==> config.mk <==
export PLATFORM = sky130hd
export DESIGN_NAME = mux_sel_arbiter
export DESIGN_NICKNAME = d
export VERILOG_FILES = /design/src/rtl/mux_sel_arbiter.sv
export SDC_FILE = /design/constraint.sdc
export NUM_CORES = 1
export LEC_CHECK = 0
export BUFFER_PORTS_ARGS = -buffer_cell sky130_fd_sc_hd__buf_2
export CAP_MARGIN = 10
export CORE_MARGIN = 2
export CORE_UTILIZATION = 39
export CTS_CLUSTER_SIZE = 16
export DETAILED_ROUTE_END_ITERATION = 8
export GPL_TIMING_DRIVEN = 0
export SLEW_MARGIN = 20
export SYNTH_ARGS = -nofsm -noshare
export SYNTH_HDL_FRONTEND = slang
export SYNTH_SLANG_ARGS = --single-unit
==> constraint.sdc <==
create_clock -name clk -period 1.63 [get_ports clk]
set_input_delay 0.2445 -clock clk [delete_from_list [all_inputs] [get_ports clk]]
set_output_delay 0.2445 -clock clk [all_outputs]
set_load 0.02 [all_outputs]
==> src/rtl/mux_sel_arbiter.sv <==
// Three-requester arbiter producing the registered select for a 3:1 mux.
// Round-robin or fixed priority, with optional grant tenure timeout.
module mux_sel_arbiter #(
    parameter int RR_EN    = 1,
    parameter int HOLD_MAX = 8
) (
    input  logic       clk,
    input  logic       rst_n,
    input  logic [2:0] req,
    input  logic       rel,
    output logic [1:0] sel,
    output logic       sel_vld,
    output logic [2:0] gnt,
    output logic       timeout
);

    typedef enum logic {IDLE, GRANT} state_t;

    localparam logic       TO_EN    = (HOLD_MAX != 0);
    localparam logic [7:0] CNT_LAST = 8'((HOLD_MAX == 0) ? 0 : HOLD_MAX - 1);

    state_t     state, state_n;
    logic [1:0] sel_n, last, last_n, win;
    logic [2:0] gnt_n;
    logic       vld_n, to_n, owner_req;
    logic [7:0] cnt, cnt_n;

    // Search order starts just after the previous winner; fallback is the previous winner itself.
    function automatic logic [1:0] pick_rr(input logic [2:0] r, input logic [1:0] lst);
        case (lst)
            2'd0:    pick_rr = r[1] ? 2'd1 : (r[2] ? 2'd2 : 2'd0);
            2'd1:    pick_rr = r[2] ? 2'd2 : (r[0] ? 2'd0 : 2'd1);
            default: pick_rr = r[0] ? 2'd0 : (r[1] ? 2'd1 : 2'd2);
        endcase
    endfunction

    function automatic logic [1:0] pick_fixed(input logic [2:0] r);
        pick_fixed = r[0] ? 2'd0 : (r[1] ? 2'd1 : 2'd2);
    endfunction

    function automatic logic [2:0] onehot(input logic [1:0] s);
        case (s)
            2'd0:    onehot = 3'b001;
            2'd1:    onehot = 3'b010;
            default: onehot = 3'b100;
        endcase
    endfunction

    assign win       = (RR_EN != 0) ? pick_rr(req, last) : pick_fixed(req);
    assign owner_req = |(gnt & req);

    always_comb begin
        state_n = state;
        sel_n   = sel;
        vld_n   = sel_vld;
        gnt_n   = gnt;
        to_n    = 1'b0;
        cnt_n   = cnt;
        last_n  = last;
        case (state)
            IDLE: begin
                vld_n = 1'b0;
                gnt_n = 3'b000;
                if (|req) begin
                    state_n = GRANT;
                    sel_n   = win;
                    gnt_n   = onehot(win);
                    vld_n   = 1'b1;
                    cnt_n   = 8'd0;
                    last_n  = win;
                end
            end
            default: begin
                if (rel || !owner_req) begin
                    state_n = IDLE;
                    vld_n   = 1'b0;
                    gnt_n   = 3'b000;
                end else if (TO_EN && (cnt == CNT_LAST)) begin
                    state_n = IDLE;
                    vld_n   = 1'b0;
                    gnt_n   = 3'b000;
                    to_n    = 1'b1;
                end else if (cnt != 8'hFF) begin
                    // Saturate rather than wrap when the timeout is disabled
                    cnt_n = cnt + 8'd1;
                end
            end
        endcase
    end

    always_ff @(posedge clk or negedge rst_n) begin
        if (!rst_n) begin
            state   <= IDLE;
            sel     <= 2'b00;
            sel_vld <= 1'b0;
            gnt     <= 3'b000;
            timeout <= 1'b0;
            cnt     <= 8'd0;
            last    <= 2'd2;
        end else begin
            state   <= state_n;
            sel     <= sel_n;
            sel_vld <= vld_n;
            gnt     <= gnt_n;
            timeout <= to_n;
            cnt     <= cnt_n;
            last    <= last_n;
        end
    end

endmodule

==> flow_summary.json, run 1 <==
{
  "synthesis.instances": 102,
  "start_kind": "flop",
  "synth_nets": 109,
  "setup_viol_count_final": 0,
  "antenna_found_initial": 0,
  "mostFrequentLayoutCells": "nand2_1 (15), dfrtp_1 (15), buf_2 (13)",
  "netlist_area_um2": 928.4,
  "drc": 0,
  "synth_ff_type": "dfrtp_1",
  "portBuffers": 12,
  "die_width_um": 52.79,
  "start_util_pct": 41.57,
  "chipHeight_um": 52.79,
  "nFillCells": 212,
  "cts_made_buffers": 3,
  "antenna_cells": 0,
  "drv_cap": 0,
  "slew-limit-headroom_pct": 65.60,
  "cp_max_fo": 5,
  "rsz0062_at_grt": "true",
  "clock-sinks": 17,
  "crit_arrival_ns": 1.77,
  "grt_max_degree": 18,
  "required_ns": 1.80,
  "status": "complete, no violations",
  "crit_start": "cnt[0]$_DFFE_PN0P_",
  "core_mm2": 0.002233,
  "clk_latency_ns": 0.29,
  "end_kind": "flop",
  "worstSetupEndpoint": "cnt[3]$_DFFE_PN0P_",
  "grt_pass1_wl_mm": 4.126,
  "gp_congestion": 0.7818,
  "routedWlPerCell_um": 15.91,
  "drv_slew": 0,
  "synth-edff-count": 0,
  "cts_buffer_depth": 2,
  "r2r_setup_slack_ns": 0.03,
  "vias": 947,
  "grt_use_total_pct": 20.35,
  "final_util_pct": 54.62,
  "synth-seq-area-share_pct": 45.96,
  "crit_type": "flop to flop",
  "area_growth_pct": 31.40,
  "worstMarginPinSlew_ns": 0.5160,
  "final.period_utilization_pct": 98.28,
  "drive_above_1_share_pct": 34.38,
  "io_pins": 13,
  "cts_tree": "yes",
  "cellPowerDensity_mw_per_mm2": 1402,
  "drt_iter0_markers": 17,
  "clkTransAtPathRegs_ns": 0.10,
  "dr.pass1.iters": 4,
  "finalWirelength_mm": 2.482,
  "grt-ovfl-total": 0,
  "syn_area_per_cell_um2": 9.102,
  "yosysWarningCount": 0,
  "post-dp-hpwl_mm": 1.625,
  "yosysUniqueCellTypes": 40,
  "reg2reg_depth": 5,
  "dieArea_mm2": 0.002787,
  "cts_max_level": 1,
  "r2r-end": "cnt[3]$_DFFE_PN0P_",
  "p_leak_uw": 0.0005496,
  "ys_seq_elements": 17,
  "viasPerCell": 6.071,
  "clock.fmax_mhz": 624.3,
  "grt_pass1_vias": 913,
  "antenna_left": 0,
  "layout.nets": 136,
  "stdcell_area_mm2": 0.001220,
  "timing.rr.start": "cnt[0]$_DFFE_PN0P_",
  "rows": 17,
  "vdd_drop_max_mv": 0.6771,
  "hold_viol": 0,
  "finalCriticalPeriod_ns": 1.602,
  "dpl_cell_area_mm2": 0.001023,
  "holdCritPathClass": "input pin to flop",
  "async_flop_share_pct": 100.0,
  "skew_ns": 0.001580,
  "ctsRootBufferMaster": "clkbuf_4"
}
## worst max-delay path, cell delays in order, from the launching register on
cell and delay, ns:
dfrtp_1 0.39, ha_2 0.20, and3b_2 0.24, a21o_4 0.25, o311ai_4 0.28, o41ai_2 0.12
## worst min path at each step
stage                     startpoint                  to  cells past startpoint
after floorplan                rst_n  cnt[0]$_DFFE_PN0P_                      0
after global placement         rst_n  sel[0]$_DFFE_PN0P_                      1
after detailed placement       rst_n  sel[0]$_DFFE_PN0P_                      1
after CTS                     req[1]  sel[0]$_DFFE_PN0P_                      3
after global routing             rel  gnt[1]$_DFFE_PN0P_                      3
final                         req[1]  sel[0]$_DFFE_PN0P_                      3
## sequential cells by signal (all words and copies together), names as in the netlist
signal and count:
timeout 1, cnt 8, state 1, last 1, gnt 3, sel 2, sel_vld 1
## stage by stage
| step | instances | hold WS (ns) | setup WS [ns] | TNS, ns | total power [uW] |
|---|---|---|---|---|---|
| global placement | 142 | 0.1930 | -0.1664 | -0.9488 | 1261 |
| global route | 156 | 0.2754 | -0.01447 | -0.02987 | 1827 |
| floorplan | 102 | -0.05109 | 0.009858 | 0 | 1075 |
| detailed placement | 142 | 0.1919 | -0.2092 | -1.552 | 1282 |
| finish | 156 | 0.2443 | 0.02810 | 0 | 1711 |
| CTS | 154 | 0.2414 | -0.02655 | -0.02655 | 1652 |
## what timing repair did
action	CTS	global route
setup buffers	7	2
setup endpoints to repair	13	9
gates resized for setup	14	6
hold endpoints to repair	16	0
hold buffers	1	0
pin swaps	3	3
## kinds of logic (layout without fill, tap and decap cells)
logic type / Yosys count / after routing / share of synthesized area (%)
adder cells (fa/ha/maj): 1 / 1 / 1.347
multiplexers: 1 / 1 / 1.078
buffers and inverters: 6 / 32 / 2.965
flip-flops: 17 / 17 / 45.96
AO/OA/AOI/OAI: 26 / 26 / 18.87
AND/OR/NAND/NOR: 51 / 51 / 29.79
## power by group
group          internal [uW]  leakage (uW)  switching, uW
sequential               532      0.000223           87.2
combinational            353      0.000312            504
clock                   95.2     0.0000150            139
## metal layers
| metal | part of all wire (%) | GRT usage [%] |
|---|---|---|
| met1 | 43 | 24.82 |
| met2 | 51 | 35.42 |
| met3 | 4.4 | 2.857 |
| met4 | 0.97 | 8.547 |
| met5 | 0 | 0 |
## cells in the mapped netlist, types with 2 or more instances
master | instances | area (um2)
o21ai_0 | 5 | 25.02
dfrtp_1 | 16 | 400.4
inv_1 | 2 | 7.510
nand2b_1 | 2 | 12.51
o22ai_1 | 3 | 18.77
a21oi_1 | 5 | 25.02
o311ai_0 | 2 | 17.52
a21o_1 | 2 | 15.01
nand2_1 | 15 | 56.30
nand4_1 | 3 | 18.77
clkbuf_1 | 2 | 7.510
nand4b_1 | 2 | 17.52
nand3_1 | 11 | 55.05
nor2_1 | 4 | 15.01
nor3_1 | 3 | 15.01
## final cells by class
| cell class | instances | area [um2] | area share [%] |
|---|---|---|---|
| multi-input cells | 79 | 561.8 | 46.05 |
| flip-flops and latches | 17 | 427.9 | 35.08 |
| repair buffers | 22 | 141.4 | 11.59 |
| well taps | 28 | 35.03 | 2.872 |
| clock buffers | 4 | 26.28 | 2.154 |
| plain buffers | 4 | 20.02 | 1.641 |
| inverters | 2 | 7.507 | 0.6154 |
Power figures use the tool's default switching activity.
==> run 2, diff against run 1 <==
Clock period 1.63 ns to 1.8 ns, I/O delays scaled along.
==> run 2 against run 1 <==
Clock-buffer cell count unchanged. Critical path depth unchanged. Sequential share of layout area increased by 3.9 points. Setup slack gained 0.038 ns. Sequential power shrank 8.9%. Critical path type unchanged. Die area is the same. Largest cell class unchanged. Non-clock buffer count fell by 7.
==> flow_summary.json, run 2 (synthesis results as in run 1) <==
{
  "status": "complete, no violations",
  "drv_cap": 0,
  "mostFrequentLayoutCell": "dfrtp_1",
  "core_mm2": 0.002233,
  "finalCriticalPeriod_ns": 1.734,
  "drv_slew": 0,
  "instances_no_fill": 149,
  "reg.largest.list": "cnt (8), gnt (3), sel (2)",
  "grt_max_degree": 18,
  "gp_congestion": 0.7818,
  "skew_ns": 0.004953,
  "cts_buffer_depth": 2,
  "antenna_found_initial": 0,
  "post-dp-hpwl_mm": 1.625,
  "cellPowerDensity_mw_per_mm2": 1286,
  "holdCritPathClass": "input pin to flop",
  "dr.pass1.iters": 4,
  "grt_pass1_vias": 876,
  "drc": 0,
  "start_util_pct": 41.57,
  "final.period_utilization_pct": 96.33,
  "largest_reg_flops": 8,
  "swShare_pct": 42.94,
  "hold_path_startpoint": "req[1]",
  "antenna_cells": 0,
  "rsz0062_at_grt": "true",
  "crit_type": "flop to flop",
  "clock-sinks": 17,
  "pwr-share-comb_pct": 45.3,
  "rows": 17,
  "top_register": "cnt",
  "io_pins": 13,
  "place_inst": 142,
  "grt-ovfl-total": 0,
  "ctsRootBufferMaster": "clkbuf_4",
  "dieArea_mm2": 0.002787,
  "multi_input_area_um2": 493.0,
  "drt_iter0_markers": 22,
  "timing.rr.start": "cnt[0]$_DFFE_PN0P_",
  "nFillCells": 227,
  "layout.nets": 129,
  "routedWlPerCell_um": 15.48,
  "crit_start": "cnt[0]$_DFFE_PN0P_",
  "switchingPower_uw": 603.8,
  "portBuffers": 12,
  "worstMarginPinSlew_ns": 0.4796,
  "clk_latency_ns": 0.29,
  "vias": 891,
  "slew-limit-headroom_pct": 68.03,
  "finalHoldWorstSlack_ns": 0.2742,
  "p_leak_uw": 0.0004999,
  "vdd_drop_max_mv": 0.5916,
  "finalWirelength_mm": 2.306,
  "cts_made_buffers": 3,
  "crit_arrival_ns": 1.91,
  "chipHeight_um": 52.79,
  "antenna_left": 0,
  "drive_above_1_share_pct": 22.31,
  "r2r_setup_slack_ns": 0.07,
  "grt_pass1_wl_mm": 3.905,
  "p_int_uw": 802.3,
  "cts_max_level": 1,
  "clock.fmax_mhz": 576.7,
  "end_kind": "flop",
  "area_growth_pct": 17.79,
  "hold_viol": 0,
  "die_width_um": 52.79,
  "p_clk_share_pct": 14.6,
  "mostFrequentLayoutCells": "dfrtp_1 (16), nand2_1 (15), buf_2 (13)",
  "grt_use_total_pct": 19.21,
  "seq_power_share_pct": 40.1,
  "cts_tree": "yes",
  "clkTransAtPathRegs_ns": 0.10,
  "start_kind": "flop",
  "required_ns": 1.98,
  "cp_max_fo": 5,
  "viasPerCell": 5.980,
  "regArea_um2": 426.7,
  "setup_viol_count_final": 0,
  "tns_ns": 0
}
run 2: layer usage:
| layer | wire, um | vias up | global-route usage (%) |
|---|---|---|---|
| li1 | - | 424 | - |
| met1 | 994 | 441 | 23.93 |
| met2 | 1202 | 22 | 31.87 |
| met3 | 80 | 4 | 3.143 |
| met4 | 27 | 0 | 9.402 |
| met5 | 0 | - | 0 |
run 2: final timing paths:
path | cells after the start | to
setup / recovery | 5 | cnt[4]$_DFFE_PN0P_
hold / removal | 3 | sel[0]$_DFFE_PN0P_
setup reg to reg | 5 | cnt[4]$_DFFE_PN0P_
hold reg to reg | 2 | sel_vld$_DFFE_PN0P_
max in group asynchronous | 2 | last[1]$_DFFE_PN1P_
min in group asynchronous | 2 | sel[0]$_DFFE_PN0P_
run 2: per-stage QoR:
step	setup WS [ns]	instance area (um2)	util (%)	power, uW
2_1_floorplan	0.1799	928.4	-	973.1
3_5_place_dp	-0.06067	1023	45.83	1161
6_report	0.06613	1094	48.96	1406
4_1_cts	-0.02139	1075	48.12	1398
5_1_grt	-0.05131	1094	48.96	1513
3_3_place_gp	-0.006848	1023	45.83	1142
run 2: final cells by class:
| class | instances | area share (%) |
|---|---|---|
| inverters | 2 | 0.6865 |
| well taps | 28 | 3.204 |
| repair buffers | 15 | 7.780 |
| flip-flops and latches | 17 | 39.02 |
| plain buffers | 4 | 1.831 |
| clock buffers | 4 | 2.403 |
| multi-input cells | 79 | 45.08 |
run 2: critical path, stage by stage, from the launching register on:
cell	delay, ns
dfrtp_1	0.43
ha_1	0.24
and3b_1	0.22
a21oi_1	0.42
nand4_1	0.18
mux2i_1	0.14
run 2: repair_timing:
| action | CTS | global route |
|---|---|---|
| endpoints found under the setup margin | 9 | 7 |
| hold endpoints to repair | 16 | 0 |
| hold buffers | 1 | 0 |
| cloned | 0 | 0 |
| gates resized for setup | 1 | 4 |
| setup buffers | 2 | 0 |
| pin swaps | 1 | 0 |
run 2: power groups by stage:
| stage | registers, uW | clock network (uW) | logic, uW |
|---|---|---|---|
| detailed placement | 569 | 0 | 592 |
| global placement | 564 | 0 | 578 |
| global route | 577 | 224 | 712 |
| finish | 564 | 206 | 637 |
| floorplan | 605 | 0 | 368 |
| CTS | 561 | 214 | 623 |
